===== config.mk =====
export PLATFORM = sky130hd
export DESIGN_NAME = spi_mem_resp
export DESIGN_NICKNAME = d
export VERILOG_FILES = /design/src/rtl/spi_mem_resp.sv
export SDC_FILE = /design/constraint.sdc
export NUM_CORES = 2
export LEC_CHECK = 0
export CORE_AREA = 2 2 365 367
export DETAILED_ROUTE_END_ITERATION = 8
export DIE_AREA = 0 0 367 369
export GPL_TIMING_DRIVEN = 1
export PLACE_DENSITY_LB_ADDON = 0.25
export SYNTH_ARGS = -nofsm -noshare
export SYNTH_HDL_FRONTEND = slang
export SYNTH_SLANG_ARGS = --single-unit

===== constraint.sdc =====
create_clock -name clk -period 5.15 [get_ports clk]
set_clock_uncertainty 0.05 [all_clocks]
set_input_delay 0.7725 -clock clk [delete_from_list [all_inputs] [get_ports clk]]
set_output_delay 0.7725 -clock clk [all_outputs]
set_load 0.01 [all_outputs]

===== src/rtl/spi_mem_resp.sv =====
// SPI memory responder: a frame is cs low, a wr bit, addr[7:0] and 8 data bits, all MSB first.
// Writes land in a local byte array; reads return a byte on miso over the next 8 sclk falling edges.
module spi_mem_resp #(
    parameter int MEM_DEPTH   = 256,
    parameter int SYNC_STAGES = 2
) (
    input  logic clk,
    input  logic rst_n,
    input  logic sclk,
    input  logic cs,
    input  logic mosi,
    output logic miso,
    output logic mem_ready,
    output logic mem_done,
    output logic frame_err
);
    localparam int AW = (MEM_DEPTH > 1) ? $clog2(MEM_DEPTH) : 1;

    typedef enum logic [2:0] {IDLE, CMD, WDATA, RDATA, FIN} state_t;

    state_t r_state;
    state_t w_stateNext;

    logic [SYNC_STAGES-1:0] r_sclkSync;
    logic [SYNC_STAGES-1:0] r_csSync;
    logic [SYNC_STAGES-1:0] r_mosiSync;
    logic [SYNC_STAGES:0]   w_sclkChain;
    logic [SYNC_STAGES:0]   w_csChain;
    logic [SYNC_STAGES:0]   w_mosiChain;
    logic                   r_sclkPrev;
    logic                   w_sclk;
    logic                   w_cs;
    logic                   w_mosi;
    logic                   w_rise;
    logic                   w_fall;

    logic [3:0]    r_bitCnt;
    logic [7:0]    r_cmdShift;
    logic [8:0]    w_cmdNext;
    logic [7:0]    r_rxShift;
    logic [7:0]    r_txShift;
    logic [AW-1:0] r_wrIdx;
    logic          r_oor;
    logic          r_wrPending;
    logic          r_miso;
    logic          r_memReady;
    logic          r_memDone;
    logic          r_frameErr;
    logic [7:0]    r_mem [0:MEM_DEPTH-1];

    logic       w_active;
    logic       w_abort;
    logic       w_cmdDone;
    logic       w_dataDone;
    logic       w_loadTx;
    logic       w_addrOor;
    logic [7:0] w_rdByte;

    assign w_sclkChain = {r_sclkSync, sclk};
    assign w_csChain   = {r_csSync, cs};
    assign w_mosiChain = {r_mosiSync, mosi};
    assign w_sclk      = w_sclkChain[SYNC_STAGES];
    assign w_cs        = w_csChain[SYNC_STAGES];
    assign w_mosi      = w_mosiChain[SYNC_STAGES];
    assign w_rise      = w_sclk & ~r_sclkPrev;
    assign w_fall      = ~w_sclk & r_sclkPrev;
    assign w_cmdNext   = {r_cmdShift, w_mosi};
    assign w_addrOor   = (32'(w_cmdNext[7:0]) >= 32'(MEM_DEPTH));
    assign w_rdByte    = w_addrOor ? 8'h00 : r_mem[AW'(w_cmdNext[7:0])];

    always_ff @(posedge clk) begin
        if (!rst_n) begin
            r_state <= IDLE;
        end else begin
            r_state <= w_stateNext;
        end
    end

    // A cs rise anywhere inside a frame aborts straight back to IDLE.
    always_comb begin
        w_stateNext = r_state;
        case (r_state)
            IDLE: begin
                if (!w_cs) w_stateNext = CMD;
            end
            CMD: begin
                if (w_cs) w_stateNext = IDLE;
                else if (w_rise && (r_bitCnt == 4'd8)) w_stateNext = w_cmdNext[8] ? WDATA : RDATA;
            end
            WDATA, RDATA: begin
                if (w_cs) w_stateNext = IDLE;
                else if (w_rise && (r_bitCnt == 4'd7)) w_stateNext = FIN;
            end
            FIN: begin
                if (w_cs) w_stateNext = IDLE;
            end
            default: w_stateNext = IDLE;
        endcase
    end

    always_comb begin
        w_active   = (r_state == CMD) || (r_state == WDATA) || (r_state == RDATA);
        w_abort    = w_active && w_cs;
        w_cmdDone  = (r_state == CMD) && !w_cs && w_rise && (r_bitCnt == 4'd8);
        w_dataDone = ((r_state == WDATA) || (r_state == RDATA)) && !w_cs && w_rise && (r_bitCnt == 4'd7);
        w_loadTx   = w_cmdDone && !w_cmdNext[8];
        miso       = (r_state == RDATA) ? r_miso : 1'b0;
        mem_ready  = r_memReady;
        mem_done   = r_memDone;
        frame_err  = r_frameErr;
    end

    always_ff @(posedge clk) begin
        if (!rst_n) begin
            r_sclkSync  <= '0;
            r_csSync    <= '1;
            r_mosiSync  <= '0;
            r_sclkPrev  <= 1'b0;
            r_bitCnt    <= 4'd0;
            r_cmdShift  <= 8'd0;
            r_rxShift   <= 8'd0;
            r_txShift   <= 8'd0;
            r_wrIdx     <= '0;
            r_oor       <= 1'b0;
            r_wrPending <= 1'b0;
            r_miso      <= 1'b0;
            r_memReady  <= 1'b0;
            r_memDone   <= 1'b0;
            r_frameErr  <= 1'b0;
        end else begin
            r_sclkSync  <= w_sclkChain[SYNC_STAGES-1:0];
            r_csSync    <= w_csChain[SYNC_STAGES-1:0];
            r_mosiSync  <= w_mosiChain[SYNC_STAGES-1:0];
            r_sclkPrev  <= w_sclk;
            r_memDone   <= w_dataDone;
            r_frameErr  <= w_abort || (w_dataDone && r_oor);
            r_wrPending <= w_dataDone && (r_state == WDATA) && !r_oor;
            // Ready tracks the state and synchronized cs that will hold next cycle.
            r_memReady  <= (w_stateNext == IDLE) && w_csChain[SYNC_STAGES-1];

            if (w_stateNext != r_state) r_bitCnt <= 4'd0;
            else if (w_active && w_rise) r_bitCnt <= r_bitCnt + 4'd1;

            if ((r_state == CMD) && w_rise) r_cmdShift <= w_cmdNext[7:0];
            if (w_cmdDone) begin
                r_wrIdx <= AW'(w_cmdNext[7:0]);
                r_oor   <= w_addrOor;
            end

            if ((r_state == WDATA) && w_rise) r_rxShift <= {r_rxShift[6:0], w_mosi};

            if (w_loadTx) r_txShift <= w_rdByte;
            else if ((r_state == RDATA) && w_fall) r_txShift <= {r_txShift[6:0], 1'b0};

            if (r_state != RDATA) r_miso <= 1'b0;
            else if (w_fall) r_miso <= r_txShift[7];
        end
    end

    // The assembled byte is committed the cycle after the last data bit, unless reset intervenes.
    always_ff @(posedge clk) begin
        if (rst_n && r_wrPending) r_mem[r_wrIdx] <= r_rxShift;
    end
endmodule

# Yosys cells after proc, flatten, opt, wreduce, memory -nomap -nowiden

Memories as Yosys holds them, arrays and structs flattened.
Cells that the tools add are included.

Register bits after elaboration: 51
RAM bits: 2048
Bits of input ports: 5
Output and inout port bits: 4
Logic and storage cells: 71
Memories: 1

Memories:

| memory | words | bits a word | read ports | clocked after Yosys merged registers in | wr ports | RTL line | RTL |
|---|---|---|---|---|---|---|---|
| r_mem  | 256   | 8           | 1          | 0                                       | 1        | 49       | `logic [7:0] r_mem [0:MEM_DEPTH-1];` |

$add $sub $neg: 1
Eq/ne operators: 8
Mux-type cells: 13
Bitwise operators: 5
Reductions and logical operators: 28

Operators with widths:

| operator                                               | count |
|---|---|
| two-way mux 3 bit                                      | 6 |
| logical AND 1 bit                                      | 17 |
| two-way mux 8 bit                                      | 2 |
| one-hot mux 3 bit (4 select lines)                     | 1 |
| equality test 3 x 2 -> 1 bit (second input constant)   | 2 |
| zero test 3 bit                                        | 2 |
| OR reduction 2 bit                                     | 3 |
| adder 4 x 1 -> 4 bit (second input constant)           | 1 |
| equality test 4 x 3 -> 1 bit (second input constant)   | 1 |
| equality test 4 bit (second input constant)            | 1 |
| two-way mux 1 bit                                      | 4 |
| equality test 3 x 1 -> 1 bit (second input constant)   | 1 |
| equality test 3 bit (second input constant)            | 1 |
| logical OR 1 bit                                       | 3 |
| inequality test 3 x 2 -> 1 bit (second input constant) | 1 |
| inequality test 3 bit                                  | 1 |
| inverter 1 bit                                         | 3 |
| bitwise AND 1 bit                                      | 2 |
| zero test 1 bit                                        | 2 |
| nonzero test 2 bit                                     | 1 |

# Logic depth before layout (Yosys ltp)

Depth in word-level cells: 8
Gate-level depth with buffers: 13
Mapped depth without buffers: 9

# Worst setup path after synthesis

OpenSTA, ideal clock, no wires.

Kind: register to register
From: register r_rxShift[0]
To: memory r_mem[0][0] (data pin)
Setup time: 859 ps
Data arrival time: 3412 ps
Setup slack: 829 ps
Cell stages (with the launch flop): 1
Period minus slack after synthesis: 4321 ps
Path through: dfxtp_1

RTL lines:

| what                   | RTL line | RTL |
|---|---|---|
| start, declared        | 40       | `logic [7:0] r_rxShift;` |
| start signal, assigned | 150      | `if ((r_state == WDATA) && w_rise) r_rxShift <= {r_rxShift[6:0], w_mosi};` |
| end, declared          | 49       |  |

Straight into the memory's write port.

# Worst setup path in the final report

From: register r_cmdShift[0]
To: register r_txShift[7]

Longest elaborated chain between the ends: 2

Ends and longest elaborated chain:

| what                   | RTL line | RTL |
|---|---|---|
| start, declared        | 38       | `logic [7:0] r_cmdShift;` |
| start signal, assigned | 144      | `if ((r_state == CMD) && w_rise) r_cmdShift <= w_cmdNext[7:0];` |
| memory (256 x 8 bit)   | n/a      |  |
| two-way mux 8 bit      | 152      | `if (w_loadTx) r_txShift <= w_rdByte;` |
| end signal, assigned   | 152      |  |
| end signal, assigned   | 153      | `else if ((r_state == RDATA) && w_fall) r_txShift <= {r_txShift[6:0], 1'b0};` |
| end, declared          | 41       | `logic [7:0] r_txShift;` |

Every way passes these cells.
A chain may end at the register's enable or synchronous reset.

==> summary.txt <==
Timing
  • Final Cycle Share: 79.31%
  • Fin. max-slew vios: 0
  • RSZ-0062 raised after global routing: false
  • Final min period: 4.084 ns
  • Final WS setup: 1.066 ns
  • Final Hold Viols: 0
  • Slew @ Worst Pin: 1.404 ns
  • Setup violators final: 0
  • Relative slew slack: 6.078%
  • Setup TNS: 0 ns
  • F_max: 244.8 MHz

Floorplanning
  • FP Rows: 133
  • Initial Utilization: 62.76%
  • Die Width: around 370 um
  • DIE HEIGHT: ~370 um
  • IO Count: 9
  • Core outline area: about 130,000 um^2
  • Die area: 135,400 um^2

Detailed routing
  • Drt pass-1 iters: 7
  • DR vias: about 42k
  • Vias/cell: 6.967
  • Drt total wl: 202,700 um
  • Drt wl/cell: roughly 34 um
  • Post-DRT Antenna Nets: 0
  • Drt first-iter violations: between 6k and 7k
  • Post-route DRC: 0

CTS
  • Worst-path clk slew: 0.06 ns
  • Skew-Pair Late Insertion Delay: 0.85 ns
  • Sink Count: 2,099
  • Clock tree buffer depth: 3
  • Cts repair resizes: 0
  • Postcts setup bufs: 0
  • Cts bufs inserted: 200
  • H-tree Lvls: 4
  • TritonCTS clock tree: built
  • Hold-fix buffers, CTS: 0
  • Root Buffer: clkbuf_16

Layout
  • Area Growth Syn to Fin: 10.32%
  • Multi-input gate area in the final layout: 18,280 um^2
  • Layout Cells excl Fill: 6,010
  • Register area: ~63,000 um^2
  • Fill cells: between 7k and 8k
  • Final nets: 4,087
  • Share of post-route cells with drive strength above 1: 22.53%
  • Core Util, Final: 69.24%

Critical path
  • CP endpoint kind: flop
  • Crit-path max FO: 46
  • CP required: approximately 5.8 ns
  • Setup crit start kind: flop
  • Worst EP arrival: 4.75 ns
  • CP Class: flop to flop
  • Flop2flop setup slack: 1.07 ns

Global routing
  • Initial antenna violation count: 9
  • Total gr overflow: 0
  • Tot GR Track Use: 30.39%
  • Largest net degree at the start of global routing: 180
  • First-pass GRT wire length: 293,500 um
  • Number of global-route vias before repair: approximately 40k

Flow run
  • Maxcap violations: 0

Power and ir drop
  • Sequential share of power: 55.6%
  • Leak: around 28 nW
  • Worst vdd ir: 0.0003288 V
  • Clock share of power: 43.2%
  • Internal: 26.65 mW
  • Total chip power: 33.20 mW
  • Comb pwr share: under 10%
  • Pwr dens: ~370 nW/um^2
  • Sw frac: 19.73%
  • Switch Pwr: ~6.5 mW

Synthesis
  • Top post-synthesis cells by area: edfxtp_1, mux4_2, mux2i_1
  • Post-synthesis cell type count: 72
  • Synth top area share: 74.73%
  • Post-Syn Area: 82,300 um^2
  • Leading area contributor after synthesis: edfxtp_1
  • Cell count after synthesis: roughly 4.0k
  • Post-synth top flop: edfxtp_1
  • Register area share after synthesis: around 76%
  • Commonest cells post-synth: edfxtp_1, mux4_2, nor2_1, mux2i_1, clkbuf_1
  • Ys async rst share: 0%
  • Synth warn: 0
  • Synthesized area per cell: 20.67 um^2
  • Post-synth EDFFs: 2,048
  • Synthesized flop and latch total: between 2k and 2.5k
  • Most frequent cell after synthesis: edfxtp_1
  • Syn_nets: about 4k

Placement
  • Pre-CTS WS: 1.016 ns
  • RePlAce Congestion: 0.9962
  • IO Port Bufs: 8
  • HPWL Detailed: 122,500 um
  • Placed Instances: approximately 5.6k

Status
  • Status: finished, final reports clean

Hold path
  • HP Class: flop to flop
## registers in the layout, summed over array words and instances (netlist names)
signal / flops
r_txShift: 8
r_miso: 1
mem_done: 1
r_wrPending: 1
r_bitCnt: 4
mem_ready: 1
r_wrIdx: 8
r_mosiSync: 2
r_sclkPrev: 1
r_sclkSync: 2
r_mem: 2048
frame_err: 1
r_csSync: 2
r_state: 3
r_rxShift: 8
r_cmdShift: 8
## stage by stage
step                hold slack [ns]  instance area, um^2
finish                       0.3872                90790
global route                 0.4222                90780
CTS                          0.3849                90780
detailed placement           0.3692                84410
global placement             0.3717                84400
floorplan                    0.3613                82300
## power by group through the flow
stage / combinational (mW) / clock (mW) / sequential (mW)
3_5_place_dp: 0.420 / 0 / 18.8
4_1_cts: 0.423 / 14.4 / 18.4
3_3_place_gp: 0.417 / 0 / 18.8
2_1_floorplan: 0.337 / 0 / 18.8
5_1_grt: 0.441 / 15.0 / 18.4
6_report: 0.420 / 14.3 / 18.4
## cell type report
| type | instances | area share (%) |
|---|---|---|
| multi-input combinational | 1632 | 20.14 |
| inverter | 10 | 0.04410 |
| antenna | 3 | 0.008269 |
| tap | 1755 | 2.419 |
| clock buffer | 254 | 5.816 |
| clock inverter | 120 | 1.203 |
| sequential | 2099 | 68.92 |
| timing repair buffer | 137 | 1.455 |
## worst paths after layout
path                                       to  cells after the start           from
worst max-delay path             r_txShift[7]                      9  r_cmdShift[0]
worst min-delay path            r_sclkSync[1]                      1  r_sclkSync[0]
worst max register to register   r_txShift[7]                      9  r_cmdShift[0]
worst min register to register  r_sclkSync[1]                      1  r_sclkSync[0]
## cell families after synthesis
group,Yosys count,synth area share [%]
flip-flops,2099,75.97
multiplexers,732,16.29
AND/OR/NAND/NOR,605,3.322
AO/OA/AOI/OAI,290,2.515
buffers and inverters,250,1.846
XOR/XNOR,3,0.03193
adder cells (fa/ha/maj),2,0.03040
## layer usage
layer	part of all wire (%)	global-route usage, %	wire (um)
met1	38	43.63	76130
met2	46	45.66	93830
met3	12	7.925	24210
met4	4.2	11.64	8479
met5	0.018	0	36
## critical path, stage by stage (launching register included)
cell       delay [ns]
dfxtp_4          0.96
buf_4            0.50
buf_4            0.45
mux4_2           0.35
nor2b_1          0.15
a2111oi_0        0.75
a41oi_1          0.23
a31oi_1          0.26
o21ai_1          0.08
o2bb2ai_1        0.12
## placed cells by master (no fill, tap or decap), types with 8 or more instances in the layout
| cell type | n |
|---|---|
| dfxtp_4 | 13 |
| o22ai_1 | 45 |
| dfxtp_1 | 37 |
| a21oi_1 | 40 |
| clkinv_2 | 45 |
| clkbuf_1 | 49 |
| mux2_2 | 32 |
| inv_1 | 8 |
| buf_12 | 22 |
| o221ai_1 | 54 |
| a22oi_1 | 14 |
| mux2i_1 | 218 |
| nand4_1 | 17 |
| mux4_2 | 480 |
| nand3_1 | 39 |
| nor3_1 | 21 |
| edfxtp_1 | 2048 |
| and2_1 | 11 |
| o211ai_1 | 10 |
| nand2_1 | 88 |
| o21ai_0 | 40 |
| nor2_1 | 317 |
| bufinv_16 | 14 |
| a21boi_0 | 10 |
| nor2b_1 | 54 |
| buf_4 | 106 |
| nand2b_1 | 12 |
| a211oi_1 | 11 |
| clkbuf_16 | 202 |
| nor4_1 | 11 |
| clkinv_1 | 37 |
No activity file was read; power rests on OpenSTA's default activity.
